### src/rtl/apb_regfile_slave.sv
// Purpose  : APB slave with DEPTH word-wide registers, byte strobes, range/alignment errors.
// Latency  : WAIT_CYCLES+1 cycles from the setup cycle to pready (WAIT_CYCLES=0 -> zero-wait APB).
// Backpress: pready held low for WAIT_CYCLES access cycles; dropping psel mid-access aborts silently.
//
// Ports:
//   pclk, preset            clock (rising edge) and synchronous active-low reset
//   psel, penable, pwrite   APB control
//   paddr [ADDR_W]          byte address; idx = paddr[ADDR_W-1:LSB], LSB = log2(DATA_W/8)
//   pwdata/pstrb            write data and byte-lane strobes
//   prdata/pready/pslverr   read data (0 unless a good read completes), handshake, error
//
// Build option: define APB_STRB_EN to honour pstrb per lane; otherwise every
// good write updates the full word and pstrb is ignored.
module apb_regfile_slave #(
    parameter int DATA_W      = 32,
    parameter int ADDR_W      = 8,
    parameter int DEPTH       = 16,
    parameter int WAIT_CYCLES = 1
) (
    input  logic                pclk,
    input  logic                preset,
    input  logic                psel,
    input  logic                penable,
    input  logic                pwrite,
    input  logic [ADDR_W-1:0]   paddr,
    input  logic [DATA_W-1:0]   pwdata,
    input  logic [DATA_W/8-1:0] pstrb,
    output logic [DATA_W-1:0]   prdata,
    output logic                pready,
    output logic                pslverr
);

    localparam int LANES = DATA_W / 8;
    localparam int LSB   = $clog2(LANES);
    localparam int IDX_W = ADDR_W - LSB;
    localparam int SEL_W = (DEPTH > 1) ? $clog2(DEPTH) : 1;

    typedef enum logic {
        IDLE   = 1'b0,
        ACCESS = 1'b1
    } state_t;

    state_t            state_q, state_d;
    logic [3:0]        cnt_q, cnt_d;
    logic [DATA_W-1:0] regs [DEPTH];

    logic [IDX_W-1:0]  idx;
    logic [SEL_W-1:0]  sel;
    logic              range_err;
    logic              align_err;
    logic              err;
    logic [LANES-1:0]  lane_en;
    logic [DATA_W-1:0] bit_mask;
    logic              wr_en;

    // ------------------------------------------------------------------
    // Address decode
    // ------------------------------------------------------------------
    assign idx = paddr[ADDR_W-1:LSB];
    // Low bits of idx pick the register; the upper bits only feed range_err,
    // so an out-of-range index can never alias onto a real register.
    assign sel = idx[SEL_W-1:0];
    assign range_err = ({1'b0, idx} >= (IDX_W+1)'(DEPTH));

    generate
        if (LSB == 0) begin : g_no_align
            // Byte-wide bus: every address is aligned.
            assign align_err = 1'b0;
        end else begin : g_align
            assign align_err = |paddr[LSB-1:0];
        end
    endgenerate

    assign err = range_err | align_err;

    // ------------------------------------------------------------------
    // Byte-lane enables
    // ------------------------------------------------------------------
`ifdef APB_STRB_EN
    assign lane_en = pstrb;
`else
    logic unused_strb;
    assign unused_strb = ^pstrb;
    assign lane_en     = '1;
`endif

    always_comb begin
        bit_mask = '0;
        for (int b = 0; b < LANES; b++) begin
            bit_mask[8*b +: 8] = {8{lane_en[b]}};
        end
    end

    // ------------------------------------------------------------------
    // FSM: state and wait counter
    // ------------------------------------------------------------------
    always_ff @(posedge pclk) begin
        if (!preset) begin
            state_q <= IDLE;
            cnt_q   <= '0;
        end else begin
            state_q <= state_d;
            cnt_q   <= cnt_d;
        end
    end

    always_comb begin
        state_d = state_q;
        cnt_d   = cnt_q;
        case (state_q)
            IDLE: begin
                // Only a proper setup cycle starts a transfer; penable
                // without a preceding setup is ignored.
                if (psel && !penable) begin
                    state_d = ACCESS;
                    cnt_d   = 4'(WAIT_CYCLES);
                end
            end
            ACCESS: begin
                if (!psel) begin
                    state_d = IDLE;
                    cnt_d   = '0;
                end else if (cnt_q != 4'd0) begin
                    cnt_d = cnt_q - 4'd1;
                end else if (penable) begin
                    state_d = IDLE;
                end
            end
            default: begin
                state_d = IDLE;
                cnt_d   = '0;
            end
        endcase
    end

    // ------------------------------------------------------------------
    // Response
    // ------------------------------------------------------------------
    assign pready  = (state_q == ACCESS) && (cnt_q == 4'd0) && psel && penable;
    assign pslverr = pready & err;
    assign prdata  = (pready && !pwrite && !err) ? regs[sel] : '0;
    assign wr_en   = pready && pwrite && !err;

    // ------------------------------------------------------------------
    // Register file
    // ------------------------------------------------------------------
    always_ff @(posedge pclk) begin
        if (!preset) begin
            for (int i = 0; i < DEPTH; i++) begin
                regs[i] <= '0;
            end
        end else if (wr_en) begin
            for (int i = 0; i < DEPTH; i++) begin
                if (sel == SEL_W'(i)) begin
                    regs[i] <= (regs[i] & ~bit_mask) | (pwdata & bit_mask);
                end
            end
        end
    end

endmodule

### config.mk
export PLATFORM = sky130hd
export DESIGN_NAME = apb_regfile_slave
export DESIGN_NICKNAME = d
export VERILOG_FILES = /design/src/rtl/apb_regfile_slave.sv
export SDC_FILE = /design/constraint.sdc
export NUM_CORES = 1
export LEC_CHECK = 0
export ABC_CLOCK_PERIOD_IN_PS = 4500
export BUFFER_PORTS_ARGS = -buffer_cell sky130_fd_sc_hd__buf_2
export CORE_MARGIN = 2
export CORE_UTILIZATION = 28
export DETAILED_ROUTE_END_ITERATION = 10
export PLACE_DENSITY = 0.54
export SKIP_CTS_REPAIR_TIMING = 1
export SYNTH_ARGS = -nofsm -noshare
export SYNTH_HDL_FRONTEND = slang
export SYNTH_SLANG_ARGS = --single-unit
### constraint.sdc
create_clock -name pclk -period 4.5 [get_ports pclk]
set_input_delay 0.9 -clock pclk [delete_from_list [all_inputs] [get_ports pclk]]
set_output_delay 0.9 -clock pclk [all_outputs]
set_load 0.02 [all_outputs]
## Word-level counts from Yosys, hierarchy flattened

Memory sizes are Yosys's and may differ from the RTL's.
Index checks and enable logic that the tools add are counted.

- Add/subtract/negate cells: 1
- Magnitude comparators: 1
- Eq/ne operators: 17
- Mux-type cells: 91
- Bitwise logic cells: 19
- Reduce and logical (&&, ||, !) cells: 16

Operator list:

| operator | count |
|---|---|
| $mux W32 | 17 |
| $mux W1 | 69 |
| $eq A4 B4 Y1 const B | 8 |
| $or A1 B1 Y1 | 17 |
| $eq A4 B3 Y1 const B | 4 |
| $mux W4 | 3 |
| $eq A4 B2 Y1 const B | 2 |
| $logic_and A1 B1 Y1 | 8 |
| $logic_not A4 Y1 | 2 |
| $pmux W4 S2 | 1 |
| $ge A6 B5 Y1 const B | 1 |
| $eq A4 B1 Y1 const B | 1 |
| $reduce_bool A4 Y1 | 1 |
| $sub A4 B1 Y4 const B | 1 |
| $logic_not A1 Y1 | 3 |
| $ne A3 B2 Y1 const B | 1 |
| $ne A2 B2 Y1 const B | 1 |
| $pmux W1 S2 | 1 |
| $reduce_and A2 Y1 | 1 |
| $reduce_or A2 Y1 | 1 |
| $and A1 B1 Y1 | 1 |
| $not A1 Y1 | 1 |

- Flip-flop bits (word level): 5
- Bits in writable memories: 512
- Input bits: 49
- Output and inout bits: 34
- Word-level logic and storage cells: 148
- Memories: 1

Memories:

| name | words | width | rd ports | clocked after memory_dff | write ports | RTL line | RTL |
|---|---|---|---|---|---|---|---|
| regs | 16 | 32 | 1 | 0 | 16 | 45 | `logic [DATA_W-1:0] regs [DEPTH];` |

## Longest topological paths before layout

- Depth after elaboration: 10
- Depth in mapped cells: 7
- Depth with buffers taken out: 6

## Least setup slack after synthesis

OpenSTA, ideal clock, no wires.

- Path type: input-to-reg
- Start: input paddr[5]
- End: memory regs[13][0], enable pin
- Setup time: 0.470 ns
- Arrival time: 4.412 ns
- Data required time: 4.030 ns
- Path slack: -0.382 ns
- Stages on the path: 5
- Buffers on the path: 3
- Cells stage by stage: clkbuf_1 -> clkbuf_1 -> buf_1 -> nand4_1 -> o31ai_1

RTL lines:

| item | RTL line | RTL |
|---|---|---|
| start: declaration | 25 | `input logic [ADDR_W-1:0] paddr,` |
| end: declaration | 45 |  |

## Worst setup path after layout

- Start: register cnt_q[0]
- End: output prdata[0]

- Word-level cells in the longest chain between the ends: 7

RTL lines:

| item | RTL line | RTL |
|---|---|---|
| start: declaration | 44 | `logic [3:0] cnt_q, cnt_d;` |
| start signal: assignment | 103 | `cnt_q <= cnt_d;` |
| $logic_not A4 Y1 | 139 | `assign pready = (state_q == ACCESS) && (cnt_q == 4'd0) && psel && penable;` |
| $logic_and A1 B1 Y1 (3 in series) | 139 |  |
| $logic_and A1 B1 Y1 (2 in series) | 141 | `assign prdata = (pready && !pwrite && !err) ? regs[sel] : '0;` |
| $mux W32 | 141 |  |
| end: declaration | 28 | `output logic [DATA_W-1:0] prdata,` |

Every way passes these cells.

==> flow_summary_export.csv <==
group,metric,value,unit
clock_tree,clockRootBuffer,"clkbuf_16",
global_route,grt_max_degree,68,
synth,synth-edff-count,512,
floorplan,die_area,82600,sq um
placement,hpwl,35300,microns
routing,vias,12000,
synth,synth_flop_cell,"edfxtp_1",
setup_path,path_common_cell,"nand4b_1",
pwr,peakVddDrop,0.282,mV
floorplan,dieWidth,287,microns
global_route,antenna_found_initial,1,
setup_path,r2r-start,"cnt_q[0]$_SDFFE_PN0P_",
routing,viasPerCell,4.76,
sta,fin_crit,4.02,ns
pwr,power.leakage,8.96,nW
cells_and_area,final_common_cell,"edfxtp_1",
sta,finalCritPeriodShare,89.3,%
placement,port_buffers,78,
global_route,grt_usage,15.0,%
synth,syn_area_per_cell,16.7,sq um
setup_path,startpoint_type,"flip-flop",
global_route,grt_pass1_wl,89000,microns
floorplan,io_pins,83,
setup_path,cpMaxStageDelayCell,"o21ai_0",
cells_and_area,fin_util,32.9,%
cells_and_area,finalInstanceArea,26100,sq um
routing,postRouteAntennaNets,0,
routing,routed_wirelength,61600,microns
floorplan,floorplan.core_area,79300,sq um
clock_tree,numCtsBuffers,54,
sta,hold_slack,0.533,ns
synth,synth_nets,1399,
global_route,grt_pass1_vias,12900,
placement,gp_congestion,0.722,
clock_tree,cts_tree,"yes",
global_route,grt_overflow,0,
cells_and_area,stdcell_count,2525,
synth,ys_seq_area_share,68.8,%
sta,rsz0062_at_grt,"false",
cells_and_area,fin_nets,1481,
routing,drt_first_pass_iters,5,
synth,synth_cell_type_count,37,
sta,setup-violations-final,0,
sta,tightest_slew,0.895,ns
run,drv_cap,0,
setup_path,critPathMaxFanout,32,
outcome,outcome,"complete, no violations",
sta,fin_skew,0.0207,ns
cells_and_area,drive_gt1_share,42.3,%
setup_path,endpoint_kind,"primary output",
routing,initialDrtViolationCount,946,
synth,synthCells,1349,
floorplan,chipHeight,287,microns
clock_tree,htree_num_levels,2,
routing,routedWlPerCell,24.4,microns
synth,ys_ff_latch,517,
clock_tree,clk_pin_slew,0.06,ns
synth,synth_area,22500,sq um
placement,pre_cts_ws,0.562,ns
sta,tns,0,ns
sta,relSlewSlack,40.4,%
routing,route.detailed.drc,0,
clock_tree,clk_latency,0.62,ns
cells_and_area,areaGrowthSynthToFinish,16.2,%
cells_and_area,mostFrequentLayoutCells,"512 x edfxtp_1, 223 x nor2_2, 128 x mux4_2",
floorplan,start_util,28.4,%
setup_path,crit_chain,"inv_1 > ha_1 > nand4b_1 > nor2_1 > nand4b_1 > buf_12 > o21ai_0 > buf_2",
floorplan,placementRows,103,
pwr,p_total,10.7,mW
placement,placed_area,24400,sq um
clock_tree,clockBufferDepth,3,
placement,numPlacedInstances,2425,
synth,yosys_warnings,0,
sta,hold_viol_final,0,
cells_and_area,n_antenna_cell,0,
sta,clock.fmax,249,MHz
synth,synthArstFlopShare,0,%
setup_path,path_class,"flip-flop to primary output",
setup_path,worstPathRequired,3.60,ns
hold_path,hold_path_class,"primary input to flip-flop",
sta,slew_violations,0,
clock_tree,cts.sinks,517,
sta,final.setup.worst_slack,0.484,ns
hold_path,worstHoldStart,"penable",
setup_path,worstPathArrival,3.12,ns
setup_path,cpPeakStageDelay,0.56,ns
setup_path,crit_path_start,"cnt_q[0]$_SDFFE_PN0P_",
cells_and_area,final.fill_count,7640,
pwr,p_per_area,409,nW/um^2
path summary, 6_finish.rpt:
path,to,slack (ns),cells past startpoint
max,prdata[0],0.48,8
min reg2reg,cnt_q[2]$_SDFFE_PN0P_,0.54,2
min,state_q$_SDFF_PN0_,0.53,2
max reg2reg,regs[6][8]$_SDFFCE_PN0P_,1.29,8
cells in the mapped netlist (2+ instances only):
| cell | number | area share (%) |
|---|---|---|
| a21oi_1 | 3 | 0.067 |
| buf_1 | 9 | 0.15 |
| buf_2 | 6 | 0.13 |
| buf_6 | 24 | 1.2 |
| clkbuf_1 | 76 | 1.3 |
| dfxtp_1 | 5 | 0.45 |
| edfxtp_1 | 512 | 68 |
| inv_1 | 35 | 0.58 |
| mux2_2 | 32 | 1.6 |
| mux2i_1 | 33 | 1.5 |
| mux4_2 | 128 | 13 |
| nand2_1 | 82 | 1.4 |
| nand2b_1 | 3 | 0.083 |
| nand3_1 | 2 | 0.045 |
| nand3_4 | 4 | 0.31 |
| nand3b_4 | 4 | 0.36 |
| nand4b_1 | 2 | 0.078 |
| nor2_1 | 105 | 1.8 |
| nor2_2 | 223 | 6.2 |
| nor2b_1 | 2 | 0.056 |
| nor3_1 | 2 | 0.045 |
| nor3b_1 | 2 | 0.067 |
| nor4_1 | 2 | 0.056 |
| o21ai_0 | 40 | 0.89 |
per-layer routing:
layer / vias up / track usage, % / part of all wire [%]
met2: 385 / 23.7 / 46
met4: 0 / 3.50 / 2.1
met3: 87 / 3.26 / 6.7
met1: 6362 / 21.1 / 45
met5: - / 0 / 0
li1: 5188 / - / -
state kept, by name (all words and copies together), names as in the netlist:
register,cells
regs,512
cnt_q,4
state_q,1
worst max-delay path, delay by kind of cell (launching register included):
family	cells	cell delay, ns
compound gates	1	0.56
fa+ha+maj	1	0.21
buf+inv	3	0.62
flops	1	0.32
simple gates	3	0.80
area by class of cell:
cell class | instances | area [sq um] | share of cell area [%]
clock buffers | 72 | 1440 | 5.52
clock inverters | 28 | 255 | 0.978
well taps | 1050 | 1310 | 5.03
inverters | 35 | 131 | 0.503
flip-flops and latches | 517 | 15500 | 59.3
multi-input cells | 682 | 6360 | 24.4
repair buffers | 141 | 1130 | 4.35
report_power, final:
group	internal (mW)	total (mW)	switching, mW
Combinational	0.302	0.741	0.439
Sequential	5.54	5.60	0.0600
Clock	2.47	4.34	1.87
kinds of logic after synthesis:
kind of cell / after synthesis / synth area share, %
buffers and inverters: 150 / 3.34
multiplexers: 193 / 15.9
AO/OA/AOI/OAI: 48 / 1.14
AND/OR/NAND/NOR: 439 / 10.7
flip-flops: 517 / 68.8
XOR/XNOR: 1 / 0.0390
adder cells (fa/ha/maj): 1 / 0.0557
Note: power is estimated with default switching activity, not from simulation.
